### config.mk
export PLATFORM = sky130hd
export DESIGN_NAME = reg_cmd_decoder
export DESIGN_NICKNAME = d
export VERILOG_FILES = /design/src/rtl/reg_cmd_decoder.sv
export SDC_FILE = /design/constraint.sdc
export NUM_CORES = 1
export LEC_CHECK = 0
export ABC_AREA = 1
export BUFFER_PORTS_ARGS = -buffer_cell sky130_fd_sc_hd__buf_2
export CAP_MARGIN = 5
export CORE_MARGIN = 5
export CORE_UTILIZATION = 40
export CTS_BUF_LIST = sky130_fd_sc_hd__clkbuf_8
export DETAILED_ROUTE_END_ITERATION = 6
export SYNTH_ARGS = -nofsm -noshare
export SYNTH_HDL_FRONTEND = slang
export SYNTH_SLANG_ARGS = --single-unit
### constraint.sdc
create_clock -name clk -period 3.3 [get_ports clk]
set_clock_uncertainty 0.2 [all_clocks]
set_input_delay 0.66 -clock clk [delete_from_list [all_inputs] [get_ports clk]]
set_output_delay 0.66 -clock clk [all_outputs]
set_load 0.01 [all_outputs]
### src/rtl/reg_cmd_decoder.sv
// Register-access command engine. It takes one command word per strobe and
// decodes it as {opcode, addr, data}. It then runs a write, a read or an
// overflow clear against a small register bank. Each command produces one
// {status, addr, data} response over a valid/ready handshake. A one-deep
// pending slot holds a command that arrives while a response is stalled.
//
// state | meaning
// IDLE  | waiting for a command strobe
// EXEC  | decode, perform the write, register the response (one cycle)
// RESP  | response valid and held until downstream accepts it
module reg_cmd_decoder #(
    parameter int ADDR_WIDTH = 8,
    parameter int DATA_WIDTH = 16,
    parameter int NUM_REGS = 16,
    parameter logic [DATA_WIDTH-1:0] ID_VALUE = 16'hA5C3,
    localparam int CMD_WIDTH = 8 + ADDR_WIDTH + DATA_WIDTH
) (
    input  logic                           clk,
    input  logic                           i_reset,
    input  logic [CMD_WIDTH-1:0]           i_cmd_data,
    input  logic                           i_cmd_dv,
    output logic [CMD_WIDTH-1:0]           o_rsp_data,
    output logic                           o_rsp_valid,
    input  logic                           i_rsp_ready,
    output logic [NUM_REGS*DATA_WIDTH-1:0] o_regs,
    output logic                           o_busy,
    output logic                           o_overflow
);

    localparam int IDX_W = (NUM_REGS > 1) ? $clog2(NUM_REGS) : 1;

    localparam logic [7:0] OP_WRITE = 8'h57;
    localparam logic [7:0] OP_READ  = 8'h52;
    localparam logic [7:0] OP_CLEAR = 8'h43;

    localparam logic [7:0] ST_OK     = 8'h00;
    localparam logic [7:0] ST_ADDR   = 8'h01;
    localparam logic [7:0] ST_OPCODE = 8'h02;
    localparam logic [7:0] ST_RO     = 8'h03;

    typedef enum logic [1:0] {IDLE, EXEC, RESP} state_t;

    state_t                 state;
    logic [CMD_WIDTH-1:0]   cmd;
    logic [CMD_WIDTH-1:0]   pend;
    logic                   pend_valid;
    logic [DATA_WIDTH-1:0]  regs [NUM_REGS];

    logic [7:0]             opcode;
    logic [ADDR_WIDTH-1:0]  addr;
    logic [DATA_WIDTH-1:0]  data;
    logic [IDX_W-1:0]       idx;
    logic                   addr_bad;
    logic [7:0]             status;
    logic [DATA_WIDTH-1:0]  rsp_field;
    logic                   do_write;
    logic                   do_clear;
    logic                   handshake;
    logic                   drop;

    // Decode the latched command into status, response data and actions.
    // Register 0 never takes a write, so reading it returns ID_VALUE.
    always_comb begin
        opcode    = cmd[CMD_WIDTH-1 -: 8];
        addr      = cmd[DATA_WIDTH +: ADDR_WIDTH];
        data      = cmd[DATA_WIDTH-1:0];
        idx       = addr[IDX_W-1:0];
        addr_bad  = (32'(addr) >= NUM_REGS);
        status    = ST_OK;
        rsp_field = '0;
        do_write  = 1'b0;
        do_clear  = 1'b0;
        case (opcode)
            OP_WRITE: begin
                if (addr_bad) begin
                    status = ST_ADDR;
                end else if (idx == '0) begin
                    status = ST_RO;
                end else begin
                    do_write  = 1'b1;
                    rsp_field = data;
                end
            end
            OP_READ: begin
                if (addr_bad) begin
                    status = ST_ADDR;
                end else begin
                    rsp_field = regs[idx];
                end
            end
            OP_CLEAR: do_clear = 1'b1;
            default:  status = ST_OPCODE;
        endcase
    end

    // A strobe is dropped only when the pending slot is full and is not
    // being freed by a handshake in this same cycle.
    always_comb begin
        handshake = (state == RESP) && i_rsp_ready;
        drop      = i_cmd_dv && (state != IDLE) && pend_valid && !handshake;
    end

    // Command FSM, pending slot, register bank and sticky overflow flag.
    always_ff @(posedge clk) begin
        if (i_reset) begin
            state       <= IDLE;
            cmd         <= '0;
            pend        <= '0;
            pend_valid  <= 1'b0;
            o_rsp_data  <= '0;
            o_rsp_valid <= 1'b0;
            o_overflow  <= 1'b0;
            for (int k = 0; k < NUM_REGS; k++) begin
                regs[k] <= (k == 0) ? ID_VALUE : '0;
            end
        end else begin
            // A drop in the same cycle as a clear wins, so the flag stays set.
            if (drop) begin
                o_overflow <= 1'b1;
            end else if ((state == EXEC) && do_clear) begin
                o_overflow <= 1'b0;
            end

            case (state)
                IDLE: begin
                    if (i_cmd_dv) begin
                        cmd   <= i_cmd_data;
                        state <= EXEC;
                    end
                end
                EXEC: begin
                    if (do_write) begin
                        regs[idx] <= data;
                    end
                    o_rsp_data  <= {status, addr, rsp_field};
                    o_rsp_valid <= 1'b1;
                    state       <= RESP;
                    if (i_cmd_dv && !pend_valid) begin
                        pend       <= i_cmd_data;
                        pend_valid <= 1'b1;
                    end
                end
                RESP: begin
                    if (i_rsp_ready) begin
                        o_rsp_valid <= 1'b0;
                        if (pend_valid) begin
                            cmd   <= pend;
                            state <= EXEC;
                            if (i_cmd_dv) begin
                                pend <= i_cmd_data;
                            end else begin
                                pend_valid <= 1'b0;
                            end
                        end else if (i_cmd_dv) begin
                            // The slot is empty, so the new command can run next.
                            cmd   <= i_cmd_data;
                            state <= EXEC;
                        end else begin
                            state <= IDLE;
                        end
                    end else if (i_cmd_dv && !pend_valid) begin
                        pend       <= i_cmd_data;
                        pend_valid <= 1'b1;
                    end
                end
                default: state <= IDLE;
            endcase
        end
    end

    assign o_busy = (state != IDLE);

    for (genvar k = 0; k < NUM_REGS; k++) begin : g_regs_out
        assign o_regs[k*DATA_WIDTH +: DATA_WIDTH] = regs[k];
    end

endmodule
# == Yosys cells after proc, flatten, opt, wreduce, memory -nomap -nowiden ==
# Memory sizes are Yosys's and may differ from the RTL's. A register that Yosys moved wholly into a read port is not among the register bits.
# Index checks and enable logic that the tools add are counted.
# totals
ff_bits,101
ramBits,256
input_bits,36
memories,1
# classes
n_lt_le_gt_ge,1
eq_ne,9
muxes,46
n_reduce_logical,19
# mem_list
name,depth,width,rd,rd_clocked_by_memory_dff,wr,line_no,rtl
regs,16,16,17,1,16,47,logic [DATA_WIDTH-1:0] regs [NUM_REGS];
# op_table
operator,count
32-bit two-way mux,7
32-bit case mux with 2 select lines,2
16-bit two-way mux,4
16-bit case mux with 2 select lines,1
8-bit by 7-bit == test with 1-bit output (second input constant),3
1-bit two-way mux,21
16-bit OR reduction,1
4-bit two-way mux,3
2-bit case mux with 3 select lines,2
8-bit by 5-bit greater-or-equal comparator with 1-bit output (second input constant),1
2-bit two-way mux,4
2-bit nonzero test,4
1-bit logical AND,6
3-bit inequality test (second input constant),2
2-bit AND reduction,3
4-bit zero test,1
2-bit inequality test (second input constant),2
1-bit case mux with 2 select lines,2
3-bit AND reduction,1
2-bit by 1-bit == test with 1-bit output (second input constant),1
2-bit == test (second input constant),1
1-bit zero test,2
2-bit zero test,1

# == Logic depth before layout (Yosys ltp) ==
# depth
word_depth,10
depth_mapped,13
depth_no_buf,11

# == Worst setup path before layout ==
# No wires, ideal clock.
# synth_path
kind,input-to-reg
start,in i_reset
end,mem regs[11][0] (enable)
arrival_time_ns,2.100
slack_ns,0.629
stages,7
n_path_buf,2
cell_sequence,clkbuf_1 > nor2_1 > nand2_4 > nor3_4 > nand2_4 > buf_4 > nand2_1
# synth_lines
element,line_no,rtl
start: declaration,19,"input logic i_reset,"
end: declaration,47,

==> impl.org <==
** Route
- The detail route stage leaves a number of antenna-violating nets equal to 0.
- Before antenna repair, the detailed router went through 6 iterations.
- Routed wire length per instance :: 20.3 um
- After detailed routing, the total wire length is 57200 um.
- In the routed design, unresolved DRC markers number 0.
- Detailed-route via count :: 14200
- Starting DRC count in detailed routing :: 1347
- Via density :: 5.04

** Clock tree
- Hold repair after CTS inserted 0 buffers.
- Clock insertion delay at the later pin of the skew report :: 0.65 ns
- In this run the deepest clock path goes through 3 buffers.
- Counting the buffers created by CTS gives 56.
- For this design, the sink count on the clock tree is 355.
- Count of H-tree levels built during CTS :: 2
- CTS tree :: yes
- The root buffer cell chosen for the clock tree is clkbuf_8.
- Clock-pin transition on the worst setup and hold timing paths :: 0.06 ns

** Floorplanning
- Die outline area :: 44900 um^2
- Top-Level Pins :: 327
- Initial Utilization :: 40.2%
- Die Height :: 212 um
- Row cnt :: 74
- The die is 212 um wide.
- The core region is 40600 um^2.

** Global routing
- The first global-routing pass estimated 83500 um of wire.
- Total GRT Usage :: 24.8%
- After global routing the overflow that remains totals 0.
- Vias in the first global route :: 13500
- Maximum number of pins on one net before global-route repair :: 129
- Number of antenna violations at the first check in global routing :: 1

** Run status
- Run status :: complete, no violations

** Timing
- Based on the critical path, the design can be clocked at up to 319 MHz.
- The final count of pins violating max slew came to 0.
- Unrepaired setup endpoints after global routing :: false
- The hold violation total from the final report came to 0.
- For the final routed database, the setup TNS stands at 0 ns.
- Shortest period the worst path allows :: 3.14 ns
- Number of setup violations in the final report :: 0
- At the pin with the least slew margin, the transition time is 1.11 ns.
- Period utilization :: 95.1%
- Normalized max-slew margin :: 25.9%

** Yosys
- Main combinational cell family by area after synthesis :: simple AND/OR/NAND/NOR gates
- Of the total synthesized cell area, the portion taken by XOR and XNOR cells is 0%.
- Average footprint of a synthesized cell :: 8.48 um^2
- Library cells used by synthesis :: 33
- In the synthesized netlist, mux cells make up 0% of the area.
- Flop and latch count out of synthesis :: 355
- Ranked by total cell area, the synthesized netlist is headed by edfxtp_1 (47%), dfxtp_1 (12%), nand2_1 (11%), inv_1 (6.2%), nor2_1 (6.1%).
- Of the post-synthesis cell area, the dominant cell type holds 47.2%.
- The cell count after synthesis came out at 1923.
- Summing the areas of all compound-gate instances in the mapped netlist gives 6.32% of the synthesized area.
- Summed over all instances, the cell type with the most area after synthesis is edfxtp_1.
- The mapped netlist covers 16300 um^2.
- Fraction of the mapped netlist area in adder cells :: 0.307%
- Sequential fraction of the synthesis area :: 59.3%
- Count of yosys warnings during synthesis :: 0
- Simple-gate share of the synthesized area :: 24.5%

** Worst setup path
- The setup path with the least slack is of type flip-flop to flip-flop.
- Data on the critical path arrives at its endpoint at 3.20 ns.
- In this design, the stage delay of the slowest critical-path cell is 0.57 ns.
- Along the worst path, the maximum fanout reaches 17.
- Critical Path, Cell by Cell :: nor4_4 > nand2_2 > nor2_4 > nand2_4 > nor3_4 > nand2_4 > nand2_1
- The most numerous cell type found on the critical path is nand2_4.
- STA classifies the critical path startpoint as a flip-flop.
- The worst setup path is captured at a flip-flop.
- Among all stages on the critical path, the largest delay is contributed by nand2_1.
- For the worst setup path, the data required time is 3.37 ns.

** Place
- Number of I/O port buffers :: 320
- DP Cell Count :: 2709
- Final weighted congestion in routability-driven placement :: 0.878
- Summed over all nets, the half-perimeter wirelength after detailed placement is 40600 um.

** Final layout
- The finished layout holds 2814 standard cells, fillers aside.
- Footprint of the multi-input gates :: 5180 um^2
- Combined flip-flop and latch cell area :: 9670 um^2
- Net total in the final layout :: 2275
- Relative to the synthesized area, the layout overhead comes to 19.8%.
- Filler Cells Inserted :: 3993
- Fraction of final layout cells with drive strength greater than 1 :: 20.0%

** Worst hold path
- In this run the worst hold path is classified as input pin to flip-flop.

** Power and ir drop
- Areal power density over the cells :: 694 nW/um^2
- Maximum VDD drop :: 0.427 mV
- Leakage power :: 8.98 nW

** Run
- Reported max-cap violation count :: 0
[cell usage after synthesis (all sizes together)]
| cell | n |
|---|---|
| nand2 | 492 |
| inv | 273 |
| nor2 | 265 |
| edfxtp | 256 |
| nand3 | 195 |
| o21ai | 100 |
| dfxtp | 99 |
| a21oi | 86 |
| clkbuf | 82 |
| buf | 43 |
| a211oi | 9 |
| nor3 | 9 |
| ha | 4 |
| conb | 2 |
| nand4 | 2 |
| clkinv | 1 |
| nor4 | 1 |
| o211ai | 1 |
| o21bai | 1 |
| o22ai | 1 |
| o31ai | 1 |
[through the flow]
step	power [W]	util [%]	setup slack, ns	cell area, um^2	hold slack (ns)
2_1_floorplan	0.00824	-	0.629	16400	0.225
4_1_cts	0.0136	48.1	0.118	19500	0.0223
3_3_place_gp	0.00992	45.5	0.215	18500	0.233
6_report	0.0136	48.2	0.163	19500	0.0768
3_5_place_dp	0.00999	45.5	0.145	18500	0.241
5_1_grt	0.0143	48.1	0.0267	19500	0.0592
[worst max-delay path: cells and delay by family (launching register included)]
kind | cells | cell delay [ns]
flip-flops | 1 | 0.33
AND/OR/NAND/NOR | 7 | 2.21
[timing repair]
action,in CTS,in global routing
setup endpoints to repair,0,25
gates resized for setup,0,2
buffers inserted,0,0
[cell families (layout without fill, tap and decap cells)]
logic type      Yosys count  in the layout
simple gates            964            964
buf+inv                 399            735
flops                   355            355
compound gates          199            199
fa+ha+maj                 4              4
other cells               2             25
[power by group]
part	internal, W	switching, W
Sequential	0.00529	0.000282
Combinational	0.00108	0.00330
Clock	0.00184	0.00177
Total	0.00820	0.00535
[state kept, by name, indices dropped and copies added, names as in the netlist, named ones only]
register     count
pend_valid       1
pend            32
o_overflow       1
cmd             32
regs           256
o_rsp_data      26
o_rsp_valid      1
state            2
[layout make-up]
type                            instances  share of cell area [%]
Sequential cell                       355                    49.5
Multi-Input combinational cell       1189                    26.5
Timing Repair Buffer                  359                    9.83
Inverter                              274                    5.27
Clock buffer                           64                    4.51
Tap cell                              532                    3.41
Clock inverter                         38                   0.910
Antenna cell                            3                  0.0384
[layer usage]
layer | GRT usage, % | part of all wire (%) | wire length (um)
met3 | 5.45 | 8.0 | 4560
met2 | 41.6 | 48 | 27700
met1 | 31.7 | 40 | 22800
met4 | 8.88 | 3.8 | 2170
met5 | 0 | 0 | 0
[cells in the final DEF (no fill, tap or decap), drive strengths merged, types with 2 or more instances in the layout]
master	instances
nand2	492
buf	359
ha	4
diode	3
a211oi	9
clkinv	15
clkbuf	64
nand4	2
o21ai	100
a21oi	86
nor2	265
edfxtp	256
dfxtp	99
inv	296
nor3	9
nand3	195
conb	22
[final timing paths]
kind / start / cells after the start / slack, ns / endpoint
max: cmd[20] / 7 / 0.16 / regs[10][12]
min: i_cmd_data[2] / 3 / 0.08 / pend[2]
max reg2reg: cmd[20] / 7 / 0.16 / regs[10][12]
min reg2reg: pend[19] / 2 / 0.25 / pend[19]
Note: power is estimated with default switching activity, not from simulation.
